$ cat src/rtl/if_stage_if.sv
// Bus bundle between the IF stage and its neighbours (ID, EX, hazard unit, imem).
// master = the IF stage itself; slave = everything around it.
interface if_stage_if;
    logic        stall;
    logic [1:0]  PCSrc;
    logic [31:0] jr_target;
    logic        branch_taken;
    logic [31:0] branch_target;
    logic [31:0] imem_addr;
    logic [31:0] imem_rdata;
    logic [31:0] IR;
    logic [31:0] PC_plus4_out;
    logic        valid_out;

    modport master (
        input  stall, PCSrc, jr_target, branch_taken, branch_target, imem_rdata,
        output imem_addr, IR, PC_plus4_out, valid_out
    );

    modport slave (
        output stall, PCSrc, jr_target, branch_taken, branch_target, imem_rdata,
        input  imem_addr, IR, PC_plus4_out, valid_out
    );
endinterface

$ cat src/rtl/if_stage.sv
// MIPS instruction-fetch stage: PC register, next-PC select and the IF/ID register.
// Optional IF_PERF_CNT_EN adds fetch_count / bubble_count performance counters.
//
// state | meaning
// BOOT  | first cycle out of reset; PC held, IF/ID forced to a bubble
// RUN   | normal fetch with branch / stall / jump / jr redirect priority
module if_stage #(
    parameter logic [31:0] RESET_PC = 32'h0040_0000,
    parameter logic [31:0] NOP_WORD = 32'h0000_0000
) (
    input  logic        clk,
    input  logic        reset,
    if_stage_if.master  bus
`ifdef IF_PERF_CNT_EN
    ,
    output logic [31:0] fetch_count,
    output logic [31:0] bubble_count
`endif
);

    typedef enum logic {
        ST_BOOT = 1'b0,
        ST_RUN  = 1'b1
    } state_t;

    state_t      state_q;
    state_t      state_d;

    logic [31:0] pc_q;
    logic [31:0] pc_d;
    logic [31:0] ir_q;
    logic [31:0] ir_d;
    logic [31:0] pc4_q;
    logic [31:0] pc4_d;
    logic        valid_q;
    logic        valid_d;

    logic [31:0] seq_pc;
    logic [31:0] jump_pc;
    logic        load_valid;
    logic        count_bubble;

    // ---------------------------------------------------------------- state register
    always_ff @(posedge clk) begin
        if (!reset) begin
            state_q <= ST_BOOT;
        end else begin
            state_q <= state_d;
        end
    end

    // ---------------------------------------------------------------- next state
    always_comb begin
        state_d = state_q;
        if (state_q == ST_BOOT) begin
            state_d = ST_RUN;
        end
    end

    // ---------------------------------------------------------------- datapath / outputs
    assign seq_pc  = pc_q + 32'd4;
    assign jump_pc = {pc4_q[31:28], ir_q[25:0], 2'b00};

    always_comb begin
        pc_d         = pc_q;
        ir_d         = ir_q;
        pc4_d        = pc4_q;
        valid_d      = valid_q;
        load_valid   = 1'b0;
        count_bubble = 1'b0;

        if (state_q == ST_BOOT) begin
            ir_d    = NOP_WORD;
            pc4_d   = 32'd0;
            valid_d = 1'b0;
        end else if (bus.branch_taken) begin
            // EX redirect wins even over a stall: the stalled fetch is on the wrong path
            pc_d         = bus.branch_target;
            ir_d         = NOP_WORD;
            pc4_d        = 32'd0;
            valid_d      = 1'b0;
            count_bubble = 1'b1;
        end else if (bus.stall) begin
            count_bubble = 1'b1;
        end else if (valid_q && (bus.PCSrc == 2'b01)) begin
            pc_d         = jump_pc;
            ir_d         = NOP_WORD;
            pc4_d        = 32'd0;
            valid_d      = 1'b0;
            count_bubble = 1'b1;
        end else if (valid_q && (bus.PCSrc == 2'b10)) begin
            pc_d         = bus.jr_target;
            ir_d         = NOP_WORD;
            pc4_d        = 32'd0;
            valid_d      = 1'b0;
            count_bubble = 1'b1;
        end else begin
            pc_d       = seq_pc;
            ir_d       = bus.imem_rdata;
            pc4_d      = seq_pc;
            valid_d    = 1'b1;
            load_valid = 1'b1;
        end

        // misaligned redirect targets are truncated to a word boundary
        pc_d[1:0] = 2'b00;
    end

    always_ff @(posedge clk) begin
        if (!reset) begin
            pc_q    <= RESET_PC;
            ir_q    <= NOP_WORD;
            pc4_q   <= 32'd0;
            valid_q <= 1'b0;
        end else begin
            pc_q    <= pc_d;
            ir_q    <= ir_d;
            pc4_q   <= pc4_d;
            valid_q <= valid_d;
        end
    end

    assign bus.imem_addr    = pc_q;
    assign bus.IR           = ir_q;
    assign bus.PC_plus4_out = pc4_q;
    assign bus.valid_out    = valid_q;

`ifdef IF_PERF_CNT_EN
    logic [31:0] fetch_cnt_q;
    logic [31:0] fetch_cnt_d;
    logic [31:0] bubble_cnt_q;
    logic [31:0] bubble_cnt_d;

    always_comb begin
        fetch_cnt_d  = fetch_cnt_q;
        bubble_cnt_d = bubble_cnt_q;
        if (load_valid) begin
            fetch_cnt_d = fetch_cnt_q + 32'd1;
        end
        if (count_bubble) begin
            bubble_cnt_d = bubble_cnt_q + 32'd1;
        end
    end

    always_ff @(posedge clk) begin
        if (!reset) begin
            fetch_cnt_q  <= 32'd0;
            bubble_cnt_q <= 32'd0;
        end else begin
            fetch_cnt_q  <= fetch_cnt_d;
            bubble_cnt_q <= bubble_cnt_d;
        end
    end

    assign fetch_count  = fetch_cnt_q;
    assign bubble_count = bubble_cnt_q;
`else
    logic unused_perf;
    assign unused_perf = load_valid ^ count_bubble;
`endif

endmodule

$ cat src/flat_wrapper.sv
// flat-port wrapper written by rule: the top's interface ports become plain ports
module if_stage_flat 
#(
    parameter logic [31:0] RESET_PC = 32'h0040_0000,
    parameter logic [31:0] NOP_WORD = 32'h0000_0000
)
  (clk, reset, bus_stall, bus_PCSrc, bus_jr_target, bus_branch_taken, bus_branch_target, bus_imem_rdata, bus_imem_addr, bus_IR, bus_PC_plus4_out, bus_valid_out);
  if_stage_if bus_i ();
  input  logic clk;
  input  logic reset;
  input wire logic [$bits(bus_i.stall)-1:0] bus_stall;
  input wire logic [$bits(bus_i.PCSrc)-1:0] bus_PCSrc;
  input wire logic [$bits(bus_i.jr_target)-1:0] bus_jr_target;
  input wire logic [$bits(bus_i.branch_taken)-1:0] bus_branch_taken;
  input wire logic [$bits(bus_i.branch_target)-1:0] bus_branch_target;
  input wire logic [$bits(bus_i.imem_rdata)-1:0] bus_imem_rdata;
  output wire logic [$bits(bus_i.imem_addr)-1:0] bus_imem_addr;
  output wire logic [$bits(bus_i.IR)-1:0] bus_IR;
  output wire logic [$bits(bus_i.PC_plus4_out)-1:0] bus_PC_plus4_out;
  output wire logic [$bits(bus_i.valid_out)-1:0] bus_valid_out;
  assign bus_i.stall = bus_stall;
  assign bus_i.PCSrc = bus_PCSrc;
  assign bus_i.jr_target = bus_jr_target;
  assign bus_i.branch_taken = bus_branch_taken;
  assign bus_i.branch_target = bus_branch_target;
  assign bus_i.imem_rdata = bus_imem_rdata;
  assign bus_imem_addr = bus_i.imem_addr;
  assign bus_IR = bus_i.IR;
  assign bus_PC_plus4_out = bus_i.PC_plus4_out;
  assign bus_valid_out = bus_i.valid_out;
  if_stage #(.RESET_PC(RESET_PC), .NOP_WORD(NOP_WORD)) u_core (.clk(clk), .reset(reset), .bus(bus_i));
endmodule
$ cat config.mk
export PLATFORM = sky130hd
export DESIGN_NAME = if_stage_flat
export DESIGN_NICKNAME = d
export VERILOG_FILES = /design/src/rtl/if_stage_if.sv /design/src/rtl/if_stage.sv /design/src/flat_wrapper.sv
export SDC_FILE = /design/constraint.sdc
export NUM_CORES = 1
export LEC_CHECK = 0
export ABC_CLOCK_PERIOD_IN_PS = 3200
export CORE_ASPECT_RATIO = 0.7
export CORE_UTILIZATION = 40
export CTS_CLUSTER_SIZE = 14
export DETAILED_ROUTE_END_ITERATION = 10
export PLACE_DENSITY = 0.78
export SYNTH_ARGS = -nofsm -noshare
export SYNTH_HDL_FRONTEND = slang
export SYNTH_SLANG_ARGS = --single-unit
$ cat constraint.sdc
create_clock -name clk -period 3.2 [get_ports clk]
set_clock_uncertainty 0.15 [all_clocks]
set_input_delay 0.48 -clock clk [delete_from_list [all_inputs] [get_ports clk]]
set_output_delay 0.48 -clock clk [all_outputs]
set_load 0.02 [all_outputs]
# Word level (Yosys, flattened, before mapping)

Cells that the tools add are included.

Register bits: 98
Output and inout bits: 97
Word-level logic and storage cells: 27

Add/subtract/negate cells: 1
Eq/ne operators: 3
Muxes and demuxes: 11
Bitwise logic cells: 2
Reductions and logical operators: 4

Operators with widths:

| kind                                                                  | number |
|---|---|
| 32-bit two-way mux                                                    | 8 |
| 32-bit by 3-bit adder with 32-bit output, second input constant       | 1 |
| 1-bit two-way mux                                                     | 3 |
| 3-bit OR reduction                                                    | 1 |
| 2-bit by 1-bit equality test with 1-bit output, second input constant | 1 |
| 2-bit equality test, second input constant                            | 1 |
| 1-bit logical AND                                                     | 2 |
| 2-bit by 1-bit != test with 1-bit output, second input constant       | 1 |
| 1-bit inverter                                                        | 2 |
| 2-bit AND reduction                                                   | 1 |

# Longest topological paths before layout

Word-level depth: 6
Mapped depth: 8
Depth with buffers taken out: 6

# Worst setup path after synthesis

No wires, ideal clock.

Path kind: reg-to-reg
Start: register u_core.pc_q[2], in the netlist u_core.bus.imem_addr[2]
End: register u_core.pc_q[22], in the netlist u_core.bus.imem_addr[22]
Data arrival time: 1,948 ps
Required time: 2,980 ps
Slack: 1,033 ps
Cell stages (with the launch flop): 7
Path buffers: 0
Clock period less this slack: 2,167 ps
Cell sequence: dfxtp_1 ha_1 nand2_1 or4_4 nor4_4 o22ai_1 a21oi_1

Word-level cells in the longest chain between the ends: 5

Ends and longest elaborated chain:

| element                                  | line            | text |
|---|---|---|
| start, declared                          | if_stage.sv:29  | `logic [31:0] pc_q;` |
| start signal, assigned                   | if_stage.sv:116 | `pc_q <= pc_d;` |
| 32-bit by 3-bit adder with 32-bit output | if_stage.sv:61  | `assign seq_pc = pc_q + 32'd4;` |
| 32-bit two-way mux                       | if_stage.sv:91  | `end else if (valid_q && (bus.PCSrc == 2'b10)) begin` |
| 32-bit two-way mux                       | if_stage.sv:85  | `end else if (valid_q && (bus.PCSrc == 2'b01)) begin` |
| 32-bit two-way mux                       | if_stage.sv:83  | `end else if (bus.stall) begin` |
| 32-bit two-way mux                       | if_stage.sv:76  | `end else if (bus.branch_taken) begin` |

Every way passes these cells. The select of a mux whose other input is x is not followed.
A chain may end at the register's enable or synchronous reset.

# Worst setup path in the final report

Start: input bus_PCSrc[0]
End: register u_core.pc4_q[27], in the netlist u_core.bus.PC_plus4_out[27]

Word-level cells in the longest chain between the ends: 4
Elaborated cells on any way between the ends: 6
Those cells by class: eq/ne (2); mux (2); reduce/logical (2)

Ends and longest elaborated chain:

| element                | line               | text |
|---|---|---|
| start, declared        | flat_wrapper.sv:12 | `input wire logic [$bits(bus_i.PCSrc)-1:0] bus_PCSrc;` |
| 2-bit equality test    | if_stage.sv:91     |  |
| 1-bit logical AND      | if_stage.sv:91     |  |
| 32-bit two-way mux     | if_stage.sv:91     |  |
| 32-bit two-way mux (*) | if_stage.sv:85     |  |
| end signal, assigned   | if_stage.sv:118    | `pc4_q <= pc4_d;` |
| end, declared          | if_stage.sv:33     | `logic [31:0] pc4_q;` |

Every way passes the cells marked *; elsewhere a longest branch is shown, timed or not.

==> run metrics <==
worst vdd rail ir drop=0.260 mV; fmax=400 MHz; PortBufs=190; HPWL after DPL=14.3 mm; RSZ-0062 raised after global routing=no; EDFF count, synth=0; Setup Fix Bufs, Post-CTS=0; CP max FO=20; clock root buffer=clkbuf_16; per-cell routed wire length=19.8 µm; 1st-pass router iterations=5; layout cells sized above 1=6.97%; setup TNS=0 ns; post-synthesis register bit count=94; WHS=0.298 ns; first-pass GRT wire length=29.7 mm; Nets=917; grt total ovfl=0; Hold/Removal Path Class=flop to flop; Yosys cell types=58; Setup violations, final=0; aggregate global-route resource usage=30.4%; post-route clock period utilization=78.2%; # placed instances=960; CP Data Arrival Time=2.60 ns; die height=95.4 µm; Final WS setup=0.699 ns; Initial Util=41.8%; ys async rst share=0%; YS warnings=0; number of gates resized after cts=0; die area=12,900 µm²; Worst-path clk slew=0.07 ns; pwr dens=391 nW/µm²; worst reg-to-reg setup slack=0.73 ns; Mapped Area=4980 µm²; largest net degree at the start of global routing=45; Num CTS Buffers=9; Final Hold Vio Count=0; Worst-Margin Slew=0.744 ns; initial antenna violation count=0; overall die width=135 µm; Max-Cap Viols=0; FP Rows=33; number of nets with antenna violations after routing=0; ant diodes=0; vias in the first global route=5,279; Synth Instances=637; clock sink count=94; overall power=2.88 mW; CTS Buffer Depth=2; R2R Path Start=u_core.bus.imem_addr[3]$_SDFFE_PN0P_; CTS tree=done; cell accounting for the most synthesized area=dfxtp_1; status=finished clean; worst relative slew slack=50.0%; sequential share of the synthesized area=37.8%; synthesis-to-layout area growth=47.8%; vias per cell=5.90; core box area=11,900 µm²; clk_lat worst skew=0.35 ns; io pins=199; Max Slew Vio Count=0; Lkg Pwr=2.62 nW; synthesized area per cell=7.82 µm²; top cells by area, synth=dfxtp_1 38%, nand2_1 8.4%, a21oi_1 5.9%, nand3b_1 5.4%, o21ai_0 4.1%; CP Launch Type=input port; via count=5,753; crit end category=flop; Synth Flop Type=dfxtp_1; non-filler cells, final=975; CP required=3.30 ns; DRC=0; Initial DRC Count=572; routed wire length=19.4 mm; RD Place Congestion=0.953; Tmin final=2.50 ns; pre-CTS WS=0.379 ns; Hold Buf Count CTS=0; Critical Path Source=bus_PCSrc[0]; Yosys top cell area share=37.8%; H-tree depth=3; hold_sp=u_core.bus.PC_plus4_out[19]$_SDFFE_PP0N_; critical path class=input port to flop
[synth_stat cells, types with 3 or more instances]
cell type	number
a21boi_0	4
a21o_1	6
a21oi_1	59
a22oi_1	10
a31oi_1	12
and3_1	6
buf_1	3
buf_2	6
buf_4	4
clkbuf_1	40
dfxtp_1	94
inv_1	12
mux2i_1	4
nand2_1	111
nand3_1	25
nand3b_1	36
nand4_1	9
nor2_1	31
nor2b_1	4
nor3_1	10
nor4_1	5
nor4_4	3
o2111ai_1	5
o211ai_1	10
o21a_1	5
o21ai_0	41
o21ai_1	6
o221a_2	3
o221ai_1	12
xnor2_1	13
xor2_1	12
[path summary, 6_finish.rpt]
kind | end | cells after the start
setup / recovery | u_core.bus.PC_plus4_out[27]$_SDFFE_PP0N_ | 7
setup reg to reg | u_core.bus.imem_addr[28]$_SDFFE_PN0P_ | 7
hold reg to reg | u_core.bus.PC_plus4_out[19]$_SDFFE_PP0N_ | 2
hold / removal | u_core.bus.PC_plus4_out[19]$_SDFFE_PP0N_ | 2
[layer usage]
| layer | track usage, % | up-vias | wire length (µm) |
|---|---|---|---|
| met1 | 44.7 | 2723 | 8980 |
| met3 | 8.08 | 28 | 2120 |
| met4 | 8.24 | 0 | 295 |
| li1 | - | 2646 | - |
| met5 | 0 | - | 0 |
| met2 | 43.0 | 356 | 7960 |
[power breakdown]
group / internal (mW) / switching (mW) / total [mW]
Clock: 0.609 / 0.494 / 1.10
Sequential: 1.21 / 0.0549 / 1.26
Combinational: 0.259 / 0.255 / 0.515
Total: 2.07 / 0.805 / 2.88
[flip-flops by register name, indices dropped and copies added (netlist names)]
| signal | count |
|---|---|
| u_core.bus.IR | 32 |
| u_core.bus.PC_plus4_out | 30 |
| u_core.bus.valid_out | 1 |
| u_core.bus.imem_addr | 30 |
| u_core.state_q | 1 |
[cells by family (layout without fill, tap and decap cells)]
family / count (synthesis) / in the layout / share of synthesized area [%]
compound gates: 193 / 193 / 24.6
xor+xnor: 25 / 25 / 4.39
fa+ha+maj: 1 / 1 / 0.251
buf+inv: 65 / 243 / 5.35
flops: 94 / 94 / 37.8
mux: 4 / 4 / 0.804
other cells: 1 / 4 / 0.0753
simple gates: 254 / 254 / 26.7
[cell usage in the layout (no fill, tap or decap), drive strengths merged, types with 15 or more instances in the layout]
cell / n
a21oi: 59
buf: 27
clkdlybuf4s50: 189
dfxtp: 94
inv: 15
nand2: 111
nand3: 25
nand3b: 36
nor2: 31
o21ai: 47
[worst max-delay path: stages]
cell	delay, ns
clkdlybuf4s50_1	0.62
nor2b_1	0.54
o21ai_4	0.29
nand2_1	0.13
buf_4	0.27
a21oi_1	0.09
a21o_1	0.17
[layout make-up]
type	instances	area, µm²
fill	1017	4570
multi-input combinational	481	2860
timing repair buffer	216	2090
sequential	94	1880
clock buffer	9	225
tap	157	196
clock inverter	6	68.8
inverter	12	45.0
[through the flow]
stage / instance area (µm²) / utilization (%)
floorplan: 4990 / -
global placement: 7070 / 59.3
detailed placement: 7070 / 59.3
CTS: 7370 / 61.7
global route: 7370 / 61.7
finish: 7370 / 61.7
Note: power is estimated with default switching activity, not from simulation.
==> edit (same settings) <==
Take the reset off `pc4_q` and load it in a clocked block of its own.
--- a/src/rtl/if_stage.sv
+++ b/src/rtl/if_stage.sv
@@ -110,14 +110,16 @@
         if (!reset) begin
             pc_q    <= RESET_PC;
             ir_q    <= NOP_WORD;
-            pc4_q   <= 32'd0;
             valid_q <= 1'b0;
         end else begin
             pc_q    <= pc_d;
             ir_q    <= ir_d;
-            pc4_q   <= pc4_d;
             valid_q <= valid_d;
         end
+    end
+
+    always_ff @(posedge clk) begin
+        pc4_q <= pc4_d;
     end
 
     assign bus.imem_addr    = pc_q;
Formal check against the unedited RTL: differs if reset is asserted again (counterexample within 4 cycles, from zero or initial values and one cycle with reset low); with reset held inactive, the same outputs for 4 cycles.
==> edit against the original RTL <==
Routed wire length grew 1.5%; via count grew 0.52%; sequential share of layout area is essentially flat; total power grew 2.2%; synthesized area shrank 0.30%; worst setup slack gained 62 ps; sequential cell count is the same; largest cell class unchanged; cell area is essentially flat.
==> edit: results (changes against the original RTL) <==
vias in the first global route: 5535 (+4.8%)
largest net degree at the start of global routing: 50 (+11%)
starting density of the core: 41.8% (about the same)
normalized max-slew margin: 49.0% (-1.1 points)
Distinct cells, synth: 62 (+6.9%)
Routed wire per std cell: 20.3 um (+2.1%)
Iter 0 DRT Violations: 586 (+2.4%)
CP delay by family, top: simple AND/OR/NAND/NOR gates
met3 WL: 2430 um (+15%)
leakage power: 2.56 nW (-2.3%)
Critical Path AT: 2500 ps (-100 ps)
Post-Place Worst Slack: 511 ps (+132 ps)
Finished Layout Cells: 969 (-0.62%)
Fill cells: 1033 (+1.6%)
GPL Wtd Cong: 0.940 (-1.4%)
Critical Path Slowest Stage Cell: dfxtp_1
status: finished clean
Final nets: 910 (-0.76%)
Total GRT Usage: 31.3% (+0.86 points)
met1 wire length: 8190 um (-8.7%)
instance count of the mapped netlist: 630 (-1.1%)
CP max FO: 19 (-5.0%)
Placed Area: 7060 um^2 (-0.23%)
metal2 WL: 8450 um (+6.2%)
vias: 5783 (+0.52%)
Seq/Total Area, Yosys: 37.9% (+0.11 points)
edit: tightest hold or removal path: stages, from the launching register on:
cell and delay (ps):
dfxtp_1 310, nand2_1 50, nand2_1 40
edit: path summary, 6_finish.rpt:
path / slack, ps / cells after the start / end / start
min reg2reg: 300 / 2 / u_core.bus.PC_plus4_out[21]$_SDFFE_PP0N_ / u_core.bus.PC_plus4_out[21]$_SDFFE_PP0N_
max: 760 / 6 / u_core.bus.imem_addr[26]$_SDFFE_PN0P_ / u_core.bus.imem_addr[9]$_SDFFE_PN0P_
min: 300 / 2 / u_core.bus.PC_plus4_out[21]$_SDFFE_PP0N_ / u_core.bus.PC_plus4_out[21]$_SDFFE_PP0N_
max reg2reg: 760 / 6 / u_core.bus.imem_addr[26]$_SDFFE_PN0P_ / u_core.bus.imem_addr[9]$_SDFFE_PN0P_
edit: per-layer routing:
| layer | up-vias | track usage, % |
|---|---|---|
| met1 | 2701 | 41.3 |
| met4 | 0 | 11.6 |
| met3 | 47 | 9.36 |
| met2 | 363 | 48.2 |
| li1 | 2672 | - |
| met5 | - | 0 |
edit: area by class of cell:
cell class	instances	area, um^2	area share (%)
multi-input cells	479	2850	38.7
repair buffers	215	2100	28.5
flip-flops and latches	94	1880	25.6
clock buffers	10	239	3.25
well taps	157	196	2.67
clock inverters	6	67.6	0.918
inverters	8	30.0	0.408
edit: cell families after synthesis:
family	Yosys count	synth area share [%]
AO/OA/AOI/OAI	202	25.8
flip-flops	94	37.9
buffers and inverters	60	5.26
adder cells (fa/ha/maj)	1	0.252
XOR/XNOR	22	3.88
AND/OR/NAND/NOR	245	25.8
multiplexers	5	1.03
other	1	0.0755
edit: power breakdown:
group          switching [mW]  internal [mW]  total [mW]
Clock                   0.493          0.632        1.13
Combinational           0.271          0.269       0.539
Sequential             0.0663           1.21        1.28
